===== config.mk =====
export PLATFORM = sky130hd
export DESIGN_NAME = vga_sync_gen
export DESIGN_NICKNAME = d
export VERILOG_FILES = /design/src/rtl/vga_pkg.sv /design/src/rtl/vga_sync_gen_tick_divider.sv /design/src/rtl/vga_sync_gen.sv
export SDC_FILE = /design/constraint.sdc
export NUM_CORES = 1
export LEC_CHECK = 0
export ABC_AREA = 1
export BUFFER_PORTS_ARGS = -buffer_cell sky130_fd_sc_hd__buf_2
export CAP_MARGIN = 15
export CORE_MARGIN = 2
export CORE_UTILIZATION = 55
export CTS_BUF_LIST = sky130_fd_sc_hd__clkbuf_16
export DETAILED_ROUTE_END_ITERATION = 7
export HOLD_SLACK_MARGIN = 0.08
export PLACE_DENSITY_LB_ADDON = 0.08
export SYNTH_ARGS = -nofsm -noshare
export SYNTH_HDL_FRONTEND = slang
export SYNTH_HIERARCHICAL = 1
export SYNTH_SLANG_ARGS = --single-unit

===== constraint.sdc =====
create_clock -name clk -period 2.55 [get_ports clk]
set_input_delay 0.255 -clock clk [delete_from_list [all_inputs] [get_ports clk]]
set_output_delay 0.255 -clock clk [all_outputs]
set_load 0.01 [all_outputs]

===== src/rtl/vga_pkg.sv =====
// Shared VGA timing constants and the coordinate type used by the sync generator,
// the renderer and the paddle/ball movers.
package vga_pkg;

   localparam int DEF_H_DISPLAY = 640;
   localparam int DEF_H_FRONT   = 16;
   localparam int DEF_H_SYNC    = 96;
   localparam int DEF_H_BACK    = 48;
   localparam int DEF_V_DISPLAY = 480;
   localparam int DEF_V_FRONT   = 10;
   localparam int DEF_V_SYNC    = 2;
   localparam int DEF_V_BACK    = 33;

   localparam int H_TOTAL = DEF_H_DISPLAY + DEF_H_FRONT + DEF_H_SYNC + DEF_H_BACK;
   localparam int V_TOTAL = DEF_V_DISPLAY + DEF_V_FRONT + DEF_V_SYNC + DEF_V_BACK;

   localparam int COORD_W = 10;
   typedef logic [COORD_W-1:0] coord_t;

   // Half-open interval test [lo, hi) on screen coordinates.
   function automatic logic in_span(input coord_t val, input coord_t lo, input coord_t hi);
      return (val >= lo) && (val < hi);
   endfunction

endpackage


===== src/rtl/vga_sync_gen_tick_divider.sv =====
// Modulo-N free-running counter with a one-clk pulse on its terminal count.
module tick_divider #(
   parameter int N = 4
) (
   input  logic clk,
   input  logic reset,
   output logic tick
);

   localparam int          W    = (N > 1) ? $clog2(N) : 1;
   localparam logic [W-1:0] LAST = W'(N - 1);

   logic [W-1:0] cnt_q;
   logic [W-1:0] cnt_d;

   always_comb begin
      cnt_d = cnt_q + 1'b1;
      if (cnt_q == LAST) begin
         cnt_d = '0;
      end
   end

   always_ff @(posedge clk) begin
      if (reset) begin
         cnt_q <= '0;
      end else begin
         cnt_q <= cnt_d;
      end
   end

   // Gated so the pulse is suppressed in the very cycle reset is raised.
   assign tick = (cnt_q == LAST) && !reset;

endmodule


===== src/rtl/vga_sync_gen.sv =====
// 640x480@60 VGA timing generator: pixel/line counters, registered sync and
// blanking decode, plus pixel-enable, frame and 1 ms game ticks.
module vga_sync_gen
   import vga_pkg::*;
#(
   parameter int CLK_DIV   = 4,
   parameter int H_DISPLAY = vga_pkg::DEF_H_DISPLAY,
   parameter int H_FRONT   = vga_pkg::DEF_H_FRONT,
   parameter int H_SYNC    = vga_pkg::DEF_H_SYNC,
   parameter int H_BACK    = vga_pkg::DEF_H_BACK,
   parameter int V_DISPLAY = vga_pkg::DEF_V_DISPLAY,
   parameter int V_FRONT   = vga_pkg::DEF_V_FRONT,
   parameter int V_SYNC    = vga_pkg::DEF_V_SYNC,
   parameter int V_BACK    = vga_pkg::DEF_V_BACK,
   parameter int CLK_HZ    = 100000000
) (
   input  logic       clk,
   input  logic       reset,
   output logic       hsync,
   output logic       vsync,
   output logic       video_on,
   output logic [9:0] x,
   output logic [9:0] y,
   output logic       p_tick,
   output logic       frame_tick,
   output logic       clk_1ms
);

   localparam int H_TOT = H_DISPLAY + H_FRONT + H_SYNC + H_BACK;
   localparam int V_TOT = V_DISPLAY + V_FRONT + V_SYNC + V_BACK;

   localparam coord_t H_LAST   = coord_t'(H_TOT - 1);
   localparam coord_t V_LAST   = coord_t'(V_TOT - 1);
   localparam coord_t H_VIS    = coord_t'(H_DISPLAY);
   localparam coord_t V_VIS    = coord_t'(V_DISPLAY);
   localparam coord_t HS_START = coord_t'(H_DISPLAY + H_FRONT);
   localparam coord_t HS_END   = coord_t'(H_DISPLAY + H_FRONT + H_SYNC);
   localparam coord_t VS_START = coord_t'(V_DISPLAY + V_FRONT);
   localparam coord_t VS_END   = coord_t'(V_DISPLAY + V_FRONT + V_SYNC);

   coord_t h_q, h_d;
   coord_t v_q, v_d;
   logic   hsync_q, hsync_d;
   logic   vsync_q, vsync_d;
   logic   video_on_q, video_on_d;

   tick_divider #(.N(CLK_DIV)) u_pix_div (
      .clk   (clk),
      .reset (reset),
      .tick  (p_tick)
   );

   tick_divider #(.N(CLK_HZ / 1000)) u_ms_div (
      .clk   (clk),
      .reset (reset),
      .tick  (clk_1ms)
   );

   always_comb begin
      h_d = h_q;
      v_d = v_q;
      if (p_tick) begin
         if (h_q == H_LAST) begin
            h_d = '0;
            v_d = (v_q == V_LAST) ? '0 : v_q + 1'b1;
         end else begin
            h_d = h_q + 1'b1;
         end
      end
   end

   // Decoding the next-state counts keeps the registered syncs aligned with x/y.
   always_comb begin
      hsync_d    = !in_span(h_d, HS_START, HS_END);
      vsync_d    = !in_span(v_d, VS_START, VS_END);
      video_on_d = (h_d < H_VIS) && (v_d < V_VIS);
   end

   always_ff @(posedge clk) begin
      if (reset) begin
         h_q        <= '0;
         v_q        <= '0;
         hsync_q    <= 1'b1;
         vsync_q    <= 1'b1;
         video_on_q <= 1'b0;
      end else begin
         h_q        <= h_d;
         v_q        <= v_d;
         hsync_q    <= hsync_d;
         vsync_q    <= vsync_d;
         video_on_q <= video_on_d;
      end
   end

   assign x          = h_q;
   assign y          = v_q;
   assign hsync      = hsync_q;
   assign vsync      = vsync_q;
   assign video_on   = video_on_q;
   assign frame_tick = p_tick && (h_q == H_LAST) && (v_q == V_LAST);

endmodule


==> results.toml <==
[critical_path]
cp.required_ns = 2.30
crit_chain = "ha_1 > inv_2 > nor2_1 > inv_2 > nor2_2 > nand3_2 > nor2_4 > nand3_1 > inv_1 > buf_2"
crit_type = "register to output port"
slowest_delay_ns = 0.33
worst-path-max-fanout = 18
end_kind = "output port"
ff2ff_path_depth = 12
path_buf_inv = 4
regToRegStartpoint = "u_pix_div/cnt_q[0]$_SDFF_PP0_"
cpMostUsedCell = "inv_2"
timing.rr.end = "vsync$_SDFF_PP1_"
cpLargestDelayFamily = "simple AND/OR/NAND/NOR gates"
cp-start-kind = "register"
crit_arrival_ns = 2.01
r2r_slack_ns = 0.56
critical_path.slowest_cell = "dfxtp_1"

[synthesis]
seq_area_frac_synth_pct = 36.1
synth_cell_types = 29
synth-seq-cells = 42
synth_edf_count = 0
synth_area_sq_um = 2330
synthArstFlopShare_pct = 0
syn_area_per_cell_sq_um = 6.47
postSynthCellCount = 360
ys.flop_type = "dfxtp_1"
synth_warnings = 6
syn-num-nets = 367

[clock_tree]
insertion_delay_ns = 0.28
clk_path_buf_depth = 2
cts_hold_buf = 0
post_cts_buffers = 0
cts_tree = "built"
cts_root_buf = "clkbuf_16"
cts_max_level = 2
path_clk_slew_ns = 0.06
cts_buffers = 5
cts.sinks = 42
cts_resized = 0

[drt]
ant_nets = 0
drtIter0Drc = 113
num_vias = 2160
drt_first_pass_iters = 4
routed_via_density = 4.88
avgRoutedWirePerCell_microns = 10.4
drt_wl_total_microns = 4600
drc = 0

[pwr]
p_leak_nw = 1.17
power_density_nw_per_um2 = 501
peakVddDrop_v = 0.000378

[sta]
slew_viol_final = 0
setup_violations = 0
finalCriticalPeriod_ns = 2.27
fmax_ghz = 0.441
min_period_over_period_pct = 88.9
clock_skew_ns = 0.00417
setup_ws_ns = 0.283
max-slew-margin-rel_pct = 73.6
finalSetupTns_ns = 0
worstMarginPinSlew_ns = 0.394
rsz0062_at_grt = "false"
hold_violations = 0

[die]
pin_count = 28
rows = 23
die_w_microns = 69.1
core_area_sq_um = 4030
die-area_sq_um = 4770
fp.dieH_microns = 69.1
start_util_pct = 57.8

[worst_hold_path]
min_path_cells = 6
min_to = "x[0]$_SDFF_PP0_"
min_from = "reset"
hold_class = "input port to register"

[layout]
final_cell_mix = "nand2_1 (104), nor2_1 (60), inv_1 (51)"
area_growth_pct = 13.5
diodes = 0
finalCoreUtilization_pct = 65.7
mostFrequentLayoutCell = "nand2_1"
drive_gt1_share_pct = 16.5
nNetsFinal = 399

[place]
io_buffer_count = 27
dp_slack_ns = 0.598
gp_congestion = 0.838
place_hpwl_microns = 3430

[grt]
gr-usage-all-layers_pct = 20.7
grt_pass1_wl_microns = 8250
grt_start_max_net_pins = 20
first_global_vias = 1938
grt_overflow_total = 0
antenna_found_initial = 0

[run_status]
status = "finished clean"

[flow_run]
maxCapViolCount = 0
==> registers in the layout (all words and copies together) (netlist names) <==
register,cells
x,10
hsync,1
u_ms_div/cnt_q,17
u_pix_div/cnt_q,2
video_on,1
y,10
vsync,1
==> cell families after synthesis <==
kind of cell / share of synthesized area, %
and+or+nand+nor: 44.6
buffers and inverters: 10.4
DFF: 36.1
AOI/OAI and AO/OA: 3.97
xor gates and xnor gates: 2.26
adders and majority gates: 2.69
==> worst max-delay path by stage <==
| stage | to | slack [ns] | start | depth (start not counted) |
|---|---|---|---|---|
| after floorplan | vsync$_SDFF_PP1_ | 0.55 | u_pix_div/cnt_q[0]$_SDFF_PP0_ | 13 |
| after global placement | vsync$_SDFF_PP1_ | 0.63 | u_pix_div/cnt_q[0]$_SDFF_PP0_ | 12 |
| after detailed placement | vsync$_SDFF_PP1_ | 0.60 | u_pix_div/cnt_q[0]$_SDFF_PP0_ | 13 |
| after CTS | frame_tick | 0.31 | u_pix_div/cnt_q[0]$_SDFF_PP0_ | 10 |
| after global routing | frame_tick | 0.12 | u_pix_div/cnt_q[0]$_SDFF_PP0_ | 10 |
| final | frame_tick | 0.28 | u_pix_div/cnt_q[0]$_SDFF_PP0_ | 10 |
==> cell type report <==
class	count	area, sq um
Timing Repair Buffer	29	150
Multi-Input combinational cell	260	1250
Clock buffer	5	125
Clock inverter	3	16.3
Tap cell	50	62.6
Fill cell	388	1380
Sequential cell	42	841
Inverter	54	203
==> metrics by stage <==
| step | cell area [sq um] | hold WS (ns) | power, mW | cells |
|---|---|---|---|---|
| 2_1_floorplan | 2330 | 0.397 | 0.725 | 360 |
| 3_3_place_gp | 2500 | 0.404 | 0.735 | 435 |
| 3_5_place_dp | 2500 | 0.415 | 0.735 | 435 |
| 4_1_cts | 2650 | 0.384 | 1.35 | 443 |
| 5_1_grt | 2650 | 0.418 | 1.38 | 443 |
| 6_report | 2650 | 0.389 | 1.33 | 443 |
==> worst register-to-register path, stage by stage, from the launching register on <==
cell      delay, ns
dfxtp_1        0.33
ha_1           0.16
inv_2          0.04
nor2_1         0.14
inv_2          0.09
nor2_2         0.09
nand3_2        0.08
nor2_4         0.33
nand3_1        0.22
nand3_1        0.18
nand3b_1       0.09
nor2_1         0.09
nand2_1        0.05
==> routing by layer <==
layer,vias to the layer above,track usage [%],share of wire (%)
met2,45,33.8,42
met3,5,4.39,4.4
met5,-,0,0
met1,940,28.1,52
li1,1170,-,-
met4,0,4.58,1.0
==> power by group <==
part	total, mW	leakage, nW	switching [mW]	internal, mW
logic	0.0473	0.765	0.0307	0.0166
registers	0.673	0.340	0.00681	0.666
clock network	0.606	0.0672	0.249	0.357
==> cells in the mapped netlist (2+ instances only) <==
cell | number | share of area (%)
a21oi_1 | 7 | 1.5
clkbuf_1 | 2 | 0.32
dfxtp_1 | 42 | 36
ha_1 | 5 | 2.7
inv_1 | 51 | 8.2
inv_2 | 3 | 0.48
nand2_1 | 104 | 17
nand2_2 | 3 | 0.81
nand3_1 | 25 | 5.4
nand3_2 | 3 | 1.3
nand3b_1 | 3 | 0.97
nand4_1 | 8 | 2.1
nor2_1 | 60 | 9.7
nor2_2 | 16 | 4.3
nor3_1 | 5 | 1.1
o21ai_0 | 4 | 0.86
o21bai_1 | 2 | 0.64
or2_1 | 2 | 0.54
xnor2_1 | 4 | 1.5
xor2_1 | 2 | 0.75
Power figures use the tool's default switching activity.
